[config.mk]
export PLATFORM = sky130hd
export DESIGN_NAME = bsg_array_concentrate_serializer
export DESIGN_NICKNAME = d
export VERILOG_FILES = /design/src/rtl/bsg_array_concentrate_pkg.sv /design/src/rtl/bsg_priority_encode_lo.sv /design/src/rtl/bsg_array_concentrate_serializer.sv
export SDC_FILE = /design/constraint.sdc
export NUM_CORES = 1
export LEC_CHECK = 0
export CORE_MARGIN = 5
export CORE_UTILIZATION = 42
export DETAILED_ROUTE_END_ITERATION = 10
export PLACE_DENSITY = 0.87
export SYNTH_ARGS = -nofsm -noshare
export SYNTH_HDL_FRONTEND = slang
export SYNTH_SLANG_ARGS = --single-unit
[constraint.sdc]
create_clock -name clk_i -period 7.6 [get_ports clk_i]
set_input_delay 0.76 -clock clk_i [delete_from_list [all_inputs] [get_ports clk_i]]
set_output_delay 0.76 -clock clk_i [all_outputs]
set_load 0.02 [all_outputs]
[src/rtl/bsg_array_concentrate_pkg.sv]
// bsg_array_concentrate_pkg: state encoding and row-slice helper shared by the concentrate serializer.
`ifndef BSG_ROW_SLICE
`define BSG_ROW_SLICE(k, w) [(k)*(w) +: (w)]
`endif

package bsg_array_concentrate_pkg;

    typedef enum logic [0:0] {e_idle, e_send} state_e;

endpackage

[src/rtl/bsg_priority_encode_lo.sv]
// bsg_priority_encode_lo: index and found flag of the lowest set bit of a vector.
module bsg_priority_encode_lo #(
    parameter int els_p     = 2,
    parameter int lg_els_lp = (els_p > 1) ? $clog2(els_p) : 1
) (
    input  logic [els_p-1:0]     v,
    output logic [lg_els_lp-1:0] idx,
    output logic                 found
);

    assign found = |v;

    // Scan high to low so the lowest set bit is the final write.
    always_comb begin
        idx = '0;
        for (int i = els_p - 1; i >= 0; i--)
            if (v[i]) idx = lg_els_lp'(i);
    end

endmodule

[src/rtl/bsg_array_concentrate_serializer.sv]
// bsg_array_concentrate_serializer: captures one concentrated array and emits its kept rows
// one per transfer in ascending row order.
module bsg_array_concentrate_serializer
    import bsg_array_concentrate_pkg::*;
#(
    parameter int width_p   = 128,
    parameter int els_p     = 2,
    parameter int lg_els_lp = (els_p > 1) ? $clog2(els_p) : 1
) (
    input  logic                     clk_i,
    input  logic                     reset_i,
    input  logic                     valid_i,
    input  logic [els_p*width_p-1:0] data_i,
    input  logic [els_p-1:0]         mask_i,
    output logic                     ready_o,
    output logic                     valid_o,
    output logic [width_p-1:0]       data_o,
    output logic [lg_els_lp-1:0]     row_id_o,
    output logic                     last_o,
    input  logic                     yumi_i
);

    state_e                   state_r;
    logic [els_p*width_p-1:0] data_r;
    logic [els_p-1:0]         mask_r, rem;
    logic [lg_els_lp-1:0]     ptr_r, first_idx, next_idx;
    logic                     first_found, next_found;

    assign valid_o  = state_r == e_send;
    assign data_o   = data_r `BSG_ROW_SLICE(ptr_r, width_p);
    assign row_id_o = ptr_r;
    assign last_o   = valid_o & $onehot(mask_r);
    assign ready_o  = !valid_o | (last_o & yumi_i);
    // Rows below the pointer are already cleared, so dropping the current bit leaves only later rows.
    assign rem      = mask_r & ~(els_p'(1) << ptr_r);

    bsg_priority_encode_lo #(.els_p(els_p), .lg_els_lp(lg_els_lp)) first_enc (
        .v(mask_i), .idx(first_idx), .found(first_found)
    );

    bsg_priority_encode_lo #(.els_p(els_p), .lg_els_lp(lg_els_lp)) next_enc (
        .v(rem), .idx(next_idx), .found(next_found)
    );

    always_ff @(posedge clk_i or posedge reset_i) begin
        if (reset_i) begin
            state_r <= e_idle;
            data_r  <= '0;
            mask_r  <= '0;
            ptr_r   <= '0;
        end else begin
            if (valid_o && yumi_i) begin
                mask_r <= rem;
                ptr_r  <= next_idx;
                if (!next_found) state_r <= e_idle;
            end
            // A new array may land in the same cycle the last row leaves; it overrides the drain update.
            if (valid_i && ready_o && first_found) begin
                state_r <= e_send;
                data_r  <= data_i;
                mask_r  <= mask_i;
                ptr_r   <= first_idx;
            end
        end
    end

endmodule

==> reports/summary.txt <==
post-synthesis instance total = 715
CP Data Required Time = 6840 ps
Detail Placement HPWL = 22.13 mm
gpl congestion = 0.8926
DR pass1 iterations = 4
antenna-violating nets left = 0
non-filler instance count after layout = 1506
Hold-fix buffers, CTS = 0
Critical Path AT = 3500 ps
hold slack = 504.1 ps
min-delay src = data_r[57]
worst r2r src = mask_r[1]
outcome = completed
R2R setup slack = 4800 ps
vias per cell = 4.921
Die H = 181.2 microns
Cells on Worst Hold Path = 1
crit-path max FO = 79
Netlist cell types = 23
Peak supply drop = 0.3427 mV
Synth top area share = 52.86%
Placeable Area = 28860 sq um
syn_nets = 977
post-CTS sizing = 0
Final Critical Period = 4261 ps
measured slew at the worst slew-check pin = 1164 ps
initial antenna violation count = 1
RSZ-0062 raised after global routing = false
cell count after placement = 1455
worst hold-check path type = reg -> reg
post-layout util = 59.80%
leading area contributor after synthesis = dfrtp_1
P&R area growth vs syn = 40.22%
CTS tree = built
Leakage Power = 0.007366 uW
Die X = 181.2 microns
kind of critical path = reg -> out
final worst-path cycle share = 56.07%
clk sinks = 260
vias in the first global route = 8534
DRC errors left = 0
first-pass GRT wire length = 49.00 mm
total die area = 32830 sq um
Max Cap Viol = 0
synth top area cells = dfrtp_1 53%, mux2_4 24%, mux2_2 17%, buf_12 3.6%, buf_2 0.33%
R2R depth = 4
Final setup viols = 0
row count = 62
final instance area = 17260 sq um
Yosys warning total = 0
Total Wirelength = 31.50 mm
clk_skew = 13.42 ps
WHS Endpoint = data_r[57]
largest net degree at the start of global routing = 139
post-CTS setup buffers = 0
Ant. Diodes = 0
Slew headroom = 22.42%
synthesized area = 12310 sq um
power density cells = 473.0 nW/um^2
Root Buffer = clkbuf_16
Clock Path Buffers = 3
sequential element share of the synthesized area = 52.86%
worst reg2reg endpoint = data_r[135]
share of cells above drive strength 1 = 39.84%
FF+latch count, synth = 260
Setup TNS = 0 ps
PortBufs = 393
Slew Limit Fails = 0
Max Freq = 0.2347 GHz
drt wl/cell = 20.91 microns
Final nets = 1363
clk_lat worst skew = 540 ps
via total after detailed routing = 7411
clock transition at the registers of the reported paths = 60 ps
final hold violation count = 0
io pins = 394
CTS buffer count = 28
startpoint types = flop
Overflow after GRT = 0
H-tree lvl count = 1
post-placement cell area = 16250 sq um
syn avg cell area = 17.21 sq um
Crit. End Element = output pin
Initial Util = 42.65%
DRT iter0 DRCs = 245
Overall Global Routing Usage = 18.49%
## per-layer routing
layer  part of all wire (%)  routed length (microns)  up-vias  GRT usage [%]
met5                  0.022                        7        -              0
met4                    3.3                     1045        2          5.554
met3                    8.4                     2646       60          6.012
met2                     48                    15270      320          31.47
met1                     40                    12520     3696          22.47
li1                       -                        -     3333              -
## kinds of logic (layout without fill, tap and decap cells)
family,Yosys count,count (layout),share of synthesized area (%)
AOI/OAI and AO/OA,9,9,0.4980
xor gates and xnor gates,1,1,0.07117
buffers and inverters,48,455,4.758
DFF,260,260,52.86
muxes,384,384,41.23
and+or+nand+nor,13,13,0.5794
## worst max-delay path by stage
stage,to,start,depth (start not counted),slack (ps)
CTS,data_o[125],row_id_o,3,3280
global route,data_o[4],row_id_o,3,3180
finish,data_o[12],row_id_o,3,3340
floorplan,data_r[0],reset_i,1,3410
global placement,data_o[112],row_id_o,3,4000
detailed placement,data_o[125],row_id_o,3,3900
## flip-flops by register name, indices dropped and copies added, names as in the netlist
register  cells
data_r      256
mask_r        2
row_id_o      1
valid_o       1
## cells in the final DEF, fill, tap and decap left out, drive strengths merged, types with 3 or more instances in the layout
master,Yosys,routed
a21oi,3,3
buf,37,7
bufinv,0,5
clkbuf,7,31
clkdlybuf4s50,0,393
clkinv,0,9
clkinvlp,0,4
dfrtp,260,260
inv,4,6
mux2,384,384
nand2,4,4
## cell type report
cell class | count | area, sq um
fill | 2137 | 11600
sequential | 260 | 6510
multi-input combinational | 407 | 5225
timing repair buffer | 400 | 4011
clock buffer | 31 | 742.0
tap | 384 | 480.5
clock inverter | 20 | 270.3
inverter | 4 | 18.77
## cells in the mapped netlist
library cell / instances
dfrtp_1: 260
mux2_4: 200
mux2_2: 184
buf_12: 22
buf_2: 8
clkbuf_1: 7
buf_4: 4
inv_1: 4
nand2_1: 4
a21oi_1: 3
buf_6: 3
nand2b_1: 2
nor3_1: 2
o22ai_1: 2
or2_2: 2
a221oi_1: 1
and2_1: 1
and4b_1: 1
nand3_1: 1
o2111a_1: 1
o21ai_0: 1
o32ai_1: 1
xor2_1: 1
## worst max-delay path: stages (launching register included)
cell	delay [ps]
dfrtp_4	1100
buf_4	750
mux2_2	420
clkdlybuf4s50_1	550
## where the power goes
part           internal, uW  leakage [uW]  switching (uW)
Clock                   883      0.000490             589
Sequential             2100       0.00306             523
Combinational          2470       0.00382            1590
Total                  5460       0.00737            2700
## stage by stage
step | setup slack [ps] | power, uW
finish | 3339 | 8163
floorplan | 3412 | 5280
detailed placement | 3901 | 6686
global placement | 4003 | 6589
global route | 3182 | 8545
CTS | 3281 | 8237
Note: power is estimated with default switching activity, not from simulation.
